==> config.mk <==
export PLATFORM = sky130hd
export DESIGN_NAME = hand_dealer_flat
export DESIGN_NICKNAME = d
export VERILOG_FILES = /design/src/rtl/poker_pkg.sv /design/src/rtl/hand_dealer_if.sv /design/src/rtl/hand_lfsr.sv /design/src/rtl/hand_dealer.sv /design/src/flat_wrapper.sv
export SDC_FILE = /design/constraint.sdc
export NUM_CORES = 1
export LEC_CHECK = 0
export BUFFER_PORTS_ARGS = -buffer_cell sky130_fd_sc_hd__buf_4
export CORE_MARGIN = 2
export CORE_UTILIZATION = 40
export DETAILED_ROUTE_END_ITERATION = 7
export GPL_ROUTABILITY_DRIVEN = 1
export GPL_TIMING_DRIVEN = 1
export PLACE_DENSITY = 0.57
export SLEW_MARGIN = 5
export SYNTH_ARGS = -nofsm -noshare
export SYNTH_HDL_FRONTEND = slang
export SYNTH_SLANG_ARGS = --single-unit
==> constraint.sdc <==
create_clock -name clk -period 4.5 [get_ports clk]
set_input_delay 0.9 -clock clk [delete_from_list [all_inputs] [get_ports clk]]
set_output_delay 0.9 -clock clk [all_outputs]
set_load 0.02 [all_outputs]
==> src/rtl/poker_pkg.sv <==
// Shared card, rank and dealer-state definitions for the dealer and the hand evaluator.
package poker_pkg;

  typedef struct packed {
    logic [1:0] suit;
    logic [3:0] rank;
  } card_t;

  localparam logic [3:0]  RANK_MIN  = 4'h2;
  localparam logic [3:0]  RANK_ACE  = 4'he;
  localparam int          HAND_SIZE = 5;
  localparam logic [15:0] LFSR_TAPS = 16'hB400;
  localparam logic [15:0] LFSR_SEED = 16'hACE1;

  typedef enum logic [1:0] {
    IDLE = 2'd0,
    DRAW = 2'd1,
    HOLD = 2'd2
  } dealer_state_t;

  // Ordering key: rank dominates, suit breaks ties between equal ranks.
  function automatic logic [5:0] sort_key(input card_t c);
    return {c.rank, c.suit};
  endfunction

endpackage

==> src/rtl/hand_dealer_if.sv <==
// Request/seed/handshake bundle between a hand consumer and the hand dealer.
interface hand_dealer_if;
  import poker_pkg::*;

  logic        deal_req;
  logic        seed_load;
  logic [15:0] seed;
  logic        hand_ready;
  logic        hand_valid;
  logic        busy;
  card_t       card0;
  card_t       card1;
  card_t       card2;
  card_t       card3;
  card_t       card4;

  modport master (
    output deal_req, seed_load, seed, hand_ready,
    input  hand_valid, busy, card0, card1, card2, card3, card4
  );

  modport slave (
    input  deal_req, seed_load, seed, hand_ready,
    output hand_valid, busy, card0, card1, card2, card3, card4
  );

endinterface

==> src/rtl/hand_lfsr.sv <==
// Free-running 16-bit Galois LFSR; a loaded seed of zero is replaced by LFSR_SEED
// because the all-zero state would lock the register.
module hand_lfsr
  import poker_pkg::*;
(
  input  logic        clk,
  input  logic        rst_n,
  input  logic        seed_load,
  input  logic [15:0] seed,
  output logic [15:0] lfsr
);

  logic [15:0] lfsr_q;
  logic [15:0] lfsr_d;

  always_comb begin
    if (seed_load) begin
      lfsr_d = (seed == 16'h0000) ? LFSR_SEED : seed;
    end else begin
      lfsr_d = {1'b0, lfsr_q[15:1]} ^ (lfsr_q[0] ? LFSR_TAPS : 16'h0000);
    end
  end

  always_ff @(posedge clk or negedge rst_n) begin
    if (!rst_n) begin
      lfsr_q <= LFSR_SEED;
    end else begin
      lfsr_q <= lfsr_d;
    end
  end

  assign lfsr = lfsr_q;

endmodule

==> src/rtl/hand_dealer.sv <==
// Deals one five-card hand per request: candidates come from the LFSR, invalid ranks
// and repeats are skipped, and accepted cards are insertion-sorted into card0..card4.
module hand_dealer
  import poker_pkg::*;
(
  input logic          clk,
  input logic          rst_n,
  hand_dealer_if.slave bus
);

  localparam logic [1:0] S_IDLE = IDLE;
  localparam logic [1:0] S_DRAW = DRAW;
  localparam logic [1:0] S_HOLD = HOLD;

  logic [1:0]  state_q, state_d;
  logic [63:0] used_q, used_d;
  logic [2:0]  count_q, count_d;
  card_t [4:0] cards_q, cards_d;

  logic [15:0] lfsr;
  logic        unused_lfsr_hi;
  card_t       cand;
  logic        cand_ok;
  logic [2:0]  slot;
  card_t [4:0] shifted;
  card_t [4:0] inserted;

  hand_lfsr u_lfsr (
    .clk       (clk),
    .rst_n     (rst_n),
    .seed_load (bus.seed_load),
    .seed      (bus.seed),
    .lfsr      (lfsr)
  );

  assign unused_lfsr_hi = ^lfsr[15:6];
  assign cand    = card_t'(lfsr[5:0]);
  assign cand_ok = (cand.rank >= RANK_MIN) && (cand.rank <= RANK_ACE) && !used_q[lfsr[5:0]];

  // Slot = how many already-filled entries sort below the candidate.
  always_comb begin
    slot = 3'd0;
    for (int i = 0; i < HAND_SIZE; i++) begin
      if ((3'(i) < count_q) && (sort_key(cards_q[i]) < sort_key(cand))) begin
        slot = slot + 3'd1;
      end
    end
  end

  assign shifted = {cards_q[3:0], card_t'(6'h00)};

  always_comb begin
    for (int i = 0; i < HAND_SIZE; i++) begin
      if (3'(i) < slot) begin
        inserted[i] = cards_q[i];
      end else if (3'(i) == slot) begin
        inserted[i] = cand;
      end else begin
        inserted[i] = shifted[i];
      end
    end
  end

  always_comb begin
    state_d = state_q;
    used_d  = used_q;
    count_d = count_q;
    cards_d = cards_q;
    case (state_q)
      S_IDLE: begin
        if (bus.deal_req) begin
          state_d = S_DRAW;
          used_d  = '0;
          count_d = '0;
          cards_d = '0;
        end
      end
      S_DRAW: begin
        if (cand_ok) begin
          cards_d             = inserted;
          used_d[lfsr[5:0]]   = 1'b1;
          count_d             = count_q + 3'd1;
          if (count_q == 3'(HAND_SIZE - 1)) begin
            state_d = S_HOLD;
          end
        end
      end
      S_HOLD: begin
        if (bus.hand_ready) begin
          state_d = S_IDLE;
        end
      end
      default: state_d = S_IDLE;
    endcase
  end

  always_ff @(posedge clk or negedge rst_n) begin
    if (!rst_n) begin
      state_q <= S_IDLE;
      used_q  <= '0;
      count_q <= '0;
      cards_q <= '0;
    end else begin
      state_q <= state_d;
      used_q  <= used_d;
      count_q <= count_d;
      cards_q <= cards_d;
    end
  end

  assign bus.hand_valid = (state_q == S_HOLD);
  assign bus.busy       = (state_q == S_DRAW);
  assign bus.card0      = cards_q[0];
  assign bus.card1      = cards_q[1];
  assign bus.card2      = cards_q[2];
  assign bus.card3      = cards_q[3];
  assign bus.card4      = cards_q[4];

endmodule

==> src/flat_wrapper.sv <==
// flat-port wrapper written by rule: the top's interface ports become plain ports
module hand_dealer_flat import poker_pkg::*;
  (clk, rst_n, bus_deal_req, bus_seed_load, bus_seed, bus_hand_ready, bus_hand_valid, bus_busy, bus_card0, bus_card1, bus_card2, bus_card3, bus_card4);
  hand_dealer_if bus_i ();
  input logic clk;
  input logic rst_n;
  input wire logic [$bits(bus_i.deal_req)-1:0] bus_deal_req;
  input wire logic [$bits(bus_i.seed_load)-1:0] bus_seed_load;
  input wire logic [$bits(bus_i.seed)-1:0] bus_seed;
  input wire logic [$bits(bus_i.hand_ready)-1:0] bus_hand_ready;
  output wire logic [$bits(bus_i.hand_valid)-1:0] bus_hand_valid;
  output wire logic [$bits(bus_i.busy)-1:0] bus_busy;
  output wire logic [$bits(bus_i.card0)-1:0] bus_card0;
  output wire logic [$bits(bus_i.card1)-1:0] bus_card1;
  output wire logic [$bits(bus_i.card2)-1:0] bus_card2;
  output wire logic [$bits(bus_i.card3)-1:0] bus_card3;
  output wire logic [$bits(bus_i.card4)-1:0] bus_card4;
  assign bus_i.deal_req = bus_deal_req;
  assign bus_i.seed_load = bus_seed_load;
  assign bus_i.seed = bus_seed;
  assign bus_i.hand_ready = bus_hand_ready;
  assign bus_hand_valid = bus_i.hand_valid;
  assign bus_busy = bus_i.busy;
  assign bus_card0 = bus_i.card0;
  assign bus_card1 = bus_i.card1;
  assign bus_card2 = bus_i.card2;
  assign bus_card3 = bus_i.card3;
  assign bus_card4 = bus_i.card4;
  hand_dealer u_core (.clk(clk), .rst_n(rst_n), .bus(bus_i));
endmodule
## Word level (Yosys, flattened, before mapping)

Cells that the tools add are included.

- Bits in registers: 115

- Add/sub/neg operators: 5
- $lt $le $gt $ge: 19
- Eq/ne operators: 16
- Multiplexer cells: 36
- Bitwise operators: 2
- Reduce and logical (&&, ||, !) cells: 20

Operators by type and width:

| cell | number |
|---|---|
| $mux W64 | 2 |
| $pmux W64 S2 | 1 |
| $or A64 B64 Y64 | 1 |
| $mux W30 | 2 |
| $mux W6 | 10 |
| $pmux W30 S2 | 1 |
| $mux W16 | 3 |
| $lt A6 B6 Y1 | 5 |
| $reduce_and A4 Y1 | 6 |
| $mux W3 | 6 |
| $logic_not A16 Y1 | 1 |
| $xor A15 B16 Y16 | 1 |
| $ne A2 B2 Y1 const B | 7 |
| $add A3 B1 Y3 const B | 4 |
| $lt A1 B3 Y1 const A | 4 |
| $lt A2 B3 Y1 const A | 4 |
| $logic_and A1 B1 Y1 | 8 |
| $mux W2 | 4 |
| $lt A6 B7 Y1 const B | 1 |
| $bmux W1 S6 | 1 |
| $demux W1 S6 | 1 |
| $eq A2 B3 Y1 const A | 2 |
| $ge A6 B1 Y1 const B | 1 |
| $lt A3 B3 Y1 const A | 2 |
| other kinds (17) | 20 |

## Depth between registers and ports, before layout

- Word-level depth: 16
- Depth in mapped cells: 22

## By module

A second synthesis with hierarchy kept.

- Cell total of the unflattened synthesis: 610
- Area total of the unflattened synthesis: 6316.1 um2

By module, submodules not included:

| module | times used | cells an instance | area each (um2) | sequential area each (um2) |
|---|---|---|---|---|
| hand_dealer | 1 | 567 | 5644.2 | 2477.4 |
| hand_lfsr | 1 | 43 | 671.9 | 410.4 |

## Worst setup path after synthesis

No wires, ideal clock.

- Path kind: register to register
- Start point: reg u_core.u_lfsr.lfsr_q[5], in the netlist u_core.u_lfsr.lfsr[5]
- End point: reg u_core.cards_q (netlist bit u_core.bus.card4[5])
- Setup time: 126 ps
- Data arrival time: 4457 ps
- Path slack: -83 ps
- Stages on the path, launching flop included: 22
- Buffers on the path: 0
- Period minus slack after synthesis: 4583 ps
- Cells stage by stage: dfstp_2 clkinv_1 ha_1 o21ai_0 nand2b_1 a21oi_1 nor2b_1 o21ai_0 nand2b_1 a211oi_1 ha_1 xnor2_1 inv_1 ha_1 nor2_1 nor2_1 ha_1 nand3_1 xnor2_1 a21oi_1 o211a_1 a221o_1

- Longest elaborated chain between the ends: 16
- Elaborated cells on any way between the ends: 32
- Classes of those cells: add/sub: 4; order compare: 6; eq/ne: 3; mux: 11; reduce/logical: 8

RTL lines:

| element | line | source |
|---|---|---|
| from (decl) | hand_lfsr.sv:13 | `logic [15:0] lfsr_q;` |
| from (signal assigned) | hand_lfsr.sv:28 | `lfsr_q <= lfsr_d;` |
| $lt A6 B6 Y1 | hand_dealer.sv:44 | `if ((3'(i) < count_q) && (sort_key(cards_q[i]) < sort_key(cand))) begin` |
| $logic_and A1 B1 Y1 | hand_dealer.sv:44 |  |
| $mux W1 | hand_dealer.sv:44 |  |
| $add A1 B1 Y2 | hand_dealer.sv:45 | `slot = slot + 3'd1;` |
| $mux W3 | hand_dealer.sv:44 |  |
| $add A3 B1 Y3 | hand_dealer.sv:45 |  |
| $mux W3 | hand_dealer.sv:44 |  |
| $add A3 B1 Y3 | hand_dealer.sv:45 |  |
| $mux W3 | hand_dealer.sv:44 |  |
| $add A3 B1 Y3 | hand_dealer.sv:45 |  |
| $mux W3 | hand_dealer.sv:44 |  |
| $eq A3 B3 Y1 | hand_dealer.sv:56 | `end else if (3'(i) == slot) begin` |
| $mux W6 | hand_dealer.sv:56 |  |
| $mux W6 | hand_dealer.sv:54 | `if (3'(i) < slot) begin` |
| $mux W30 | hand_dealer.sv:79 | `if (cand_ok) begin` |
| $pmux W30 S2 | hand_dealer.sv:69 | `case (state_q)` |
| to (signal assigned) | hand_dealer.sv:107 | `cards_q <= cards_d;` |
| to (decl) | hand_dealer.sv:18 | `card_t [4:0] cards_q, cards_d;` |

Parallel ways exist; a longest one is shown, timed or not. The select of a mux whose other input is x is not followed.
A chain may end at the register's enable or synchronous reset.

## Worst setup path in the final report

- Start point: reg u_core.u_lfsr.lfsr_q[5], in the netlist u_core.u_lfsr.lfsr[5]
- End point: reg u_core.cards_q (netlist bit u_core.bus.card1[1])

- Longest elaborated chain between the ends: 16
- Elaborated cells on any way between the ends: 32
- Classes of those cells: add/sub: 4; order compare: 6; eq/ne: 3; mux: 11; reduce/logical: 8

RTL lines:

| element | line |
|---|---|
| $lt A6 B6 Y1 | hand_dealer.sv:44 |
| $logic_and A1 B1 Y1 | hand_dealer.sv:44 |
| $mux W1 | hand_dealer.sv:44 |
| $add A1 B1 Y2 | hand_dealer.sv:45 |
| $mux W3 | hand_dealer.sv:44 |
| $add A3 B1 Y3 | hand_dealer.sv:45 |
| $mux W3 | hand_dealer.sv:44 |
| $add A3 B1 Y3 | hand_dealer.sv:45 |
| $mux W3 | hand_dealer.sv:44 |
| $add A3 B1 Y3 | hand_dealer.sv:45 |
| $mux W3 | hand_dealer.sv:44 |
| $eq A1 B3 Y1 | hand_dealer.sv:56 |
| $mux W6 | hand_dealer.sv:56 |
| $mux W6 | hand_dealer.sv:54 |
| $mux W30 | hand_dealer.sv:79 |
| $pmux W30 S2 | hand_dealer.sv:69 |

Parallel ways exist; a longest one is shown, timed or not. The select of a mux whose other input is x is not followed.

==> flow_metrics.env <==
export IMPL_setup_worst_path_start_class="register"
export IMPL_max_slew_worst_pin_slew_ps=1150
export IMPL_slew_violations=0
export IMPL_ys_warn_count=0
export IMPL_hold_path_class="register to register"
export IMPL_finalNonFillerCells=856
export IMPL_core_um2=15260
export IMPL_htreeDepth=4
export IMPL_syn_area_um2=6277
export IMPL_worstSetupPathType="register to register"
export IMPL_synth_cell_types=61
export IMPL_synth_flop_cell="dfrtp_1"
export IMPL_cp_end_kind="register"
export IMPL_via_per_inst=5.814
export IMPL_die_area_um2=16710
export IMPL_ys_ff_latch=115
export IMPL_synth_avg_cell_area_um2=11.09
export IMPL_routed_wl_mm=17.44
export IMPL_num_vias=4977
export IMPL_power_density_cell_area_nw_per_um2=688.2
export IMPL_status="finished clean"
export IMPL_io_pins=53
export IMPL_grt_ovfl_total=0
export IMPL_place_congestion=0.8706
export IMPL_crit_fanout=6
export IMPL_drt_first_pass_iters=5
export IMPL_n_antenna_cell=0
export IMPL_row_count=45
export IMPL_fin_crit_ps=4292
export IMPL_cts_buffers=17
export IMPL_syn2layout_area_growth_pct=22.74
export IMPL_dr_first_iter_drc_count=424
export IMPL_fin_area_um2=7705
export IMPL_synth_area_leaders="dfrtp_1 (43%), a32o_1 (8.0%), mux2i_1 (6.5%), ha_1 (6.2%), dfstp_2 (3.3%)"
export IMPL_cts_sinks=115
export IMPL_grt_pass1_vias=5040
export IMPL_start_util_pct=41.14
export IMPL_cts_tree="done"
export IMPL_final_cell_mix="dfrtp_1 (107), buf_4 (79), nand2_1 (53)"
export IMPL_fin_setup_tns_ps=0
export IMPL_die_w_um=129.3
export IMPL_cts_path_max_buffers=2
export IMPL_max_freq_mhz=233.0
export IMPL_max_cap_violations=0
export IMPL_dp_cells=817
export IMPL_worst_ep_required_time_ps=4840
export IMPL_root_buffer="clkbuf_16"
export IMPL_ys_seq_area_share_pct=46.00
export IMPL_crit_chain="clkinvlp_4 -> ha_1 -> o21ai_0 -> nand2b_1 -> a21oi_1 -> nor2b_1 -> o21ai_0 -> nand2b_1 -> a211oi_1 -> ha_1 -> xnor2_2 -> inv_1 -> ha_1 -> nor2_2 -> nor2_1 -> ha_1 -> nand3_2 -> xnor2_4 -> buf_4 -> nor3b_4 -> buf_12 -> mux2i_1"
export IMPL_finalCritPeriodShare_pct=95.38
export IMPL_crit_top_cell="ha_1"
export IMPL_synth_top_cell_area_share_pct=42.65
export IMPL_p_total_mw=5.303
export IMPL_layout_commonest_cell="dfrtp_1"
export IMPL_skew_ps=9.932
export IMPL_dpl_cell_area_um2=6969
export IMPL_arrival_ps=4630
export IMPL_yosysTopAreaCell="dfrtp_1"
export IMPL_layout_nets=684
export IMPL_cp_buffers_inverters=4
export IMPL_clk_latency_ps=420
export IMPL_ir_drop_mv=0.4582
export IMPL_cpPeakStageDelay_ps=550
export IMPL_grtUsageTotal_pct=21.88
export IMPL_finalHoldViolations=0
export IMPL_grt_max_degree=63
export IMPL_wl_per_cell_um=20.37
export IMPL_grt_pass1_wl_mm=27.70
export IMPL_netlist_instances=566
export IMPL_antenna_found_initial=0
export IMPL_dpl_hpwl_mm=11.45
export IMPL_hold_buffers=0
export IMPL_io_buffer_count=52
export IMPL_path_clk_slew_ps=60
export IMPL_drc=0
export IMPL_maxSlewHeadroom_pct=22.74
export IMPL_setup_viol=0
export IMPL_ant_nets=0
export IMPL_crit_family="adder cells"
export IMPL_die_h_um=129.3
export IMPL_synth_edf_count=0
export IMPL_crit_slowest_cell="dfstp_2"
export IMPL_num_fill_cells=1379
export IMPL_p_leak_nw=3.677
export IMPL_synth_async_sr_flop_share_pct=100.0
export IMPL_final_layout_size_suffix_gt1_share_pct=23.88
export IMPL_fin_hold_ws_ps=475.4
export IMPL_syn_num_nets=618
-- power by group --
part | total, mW | leakage (nW) | internal [mW] | switching (mW)
clock | 1.36 | 0.287 | 0.850 | 0.513
sequential | 1.41 | 1.53 | 1.22 | 0.182
combinational | 2.53 | 1.86 | 1.13 | 1.41
-- path summary, 6_finish.rpt --
path / from / slack (ps) / endpoint / cells after the start
worst max-delay path: u_core.u_lfsr.lfsr[5] / 210 / u_core.bus.card1[1] / 22
worst min-delay path: u_core.u_lfsr.lfsr[8] / 480 / u_core.u_lfsr.lfsr[7] / 1
worst max register to register: u_core.u_lfsr.lfsr[5] / 210 / u_core.bus.card1[1] / 22
worst min register to register: u_core.u_lfsr.lfsr[8] / 480 / u_core.u_lfsr.lfsr[7] / 1
max in group asynchronous: rst_n / 3160 / u_core.u_lfsr.lfsr[13] / 2
min in group asynchronous: rst_n / 530 / u_core.bus.card2[3] / 1
-- state kept, by name (all words and copies together) (netlist names) --
| name | cells |
|---|---|
| u_core.used_q | 64 |
| u_core.u_lfsr.lfsr | 16 |
| u_core.bus.card0 | 6 |
| u_core.bus.card1 | 6 |
| u_core.bus.card2 | 6 |
| u_core.bus.card3 | 6 |
| u_core.bus.card4 | 6 |
| u_core.count_q | 3 |
| u_core.state_q | 2 |
-- timing repair --
action | CTS | global route
buffers inserted | 0 | 7
gates resized for setup | 0 | 12
setup endpoints to repair | 0 | 30
-- per-layer routing --
metal  global-route usage, %  vias to the layer above  routed length [um]
li1                        -                     2285                   -
met1                   29.55                     2526                7947
met2                   35.33                      144                8445
met3                   4.335                       22                 771
met4                   7.481                        0                 272
met5                       0                        -                   0
-- cell type report --
cell class                      instances  area [um2]  share of cell area [%]
Multi-Input combinational cell        400        3227                   41.88
Sequential cell                       115        2888                   37.48
Clock buffer                           19       452.9                   5.879
Timing Repair Buffer                   83       664.4                   8.623
Inverter                               15       60.06                  0.7795
Tap cell                              211       264.0                   3.426
Clock inverter                         13       148.9                   1.932
-- per-stage QoR --
stage	worst slack (ps)	utilization (%)
global route	-64.58	50.50
global placement	182.9	45.67
floorplan	63.70	-
finish	207.8	50.50
detailed placement	61.81	45.67
CTS	19.02	49.62
-- logic make-up after synthesis --
family / share of synthesized area (%)
xor gates and xnor gates: 1.834
muxes: 9.408
buffers and inverters: 3.608
adders and majority gates: 6.179
and+or+nand+nor: 12.60
AOI/OAI and AO/OA: 20.37
DFF: 46.00
-- cell usage after synthesis, types with 5 or more instances --
master / n
nand2_1: 54
nor2b_1: 10
a21o_1: 5
o21ai_0: 17
nand2b_1: 10
buf_2: 7
dfrtp_1: 107
nor2_1: 27
mux2_2: 7
inv_1: 13
mux2i_1: 41
a221o_1: 11
o22a_1: 8
dfstp_2: 8
nand3_1: 11
a21oi_1: 15
a32o_1: 50
clkbuf_1: 24
and2_1: 13
o211a_1: 7
ha_1: 31
nor3_1: 9
xnor2_1: 5
(Power assumes the default switching activity.)
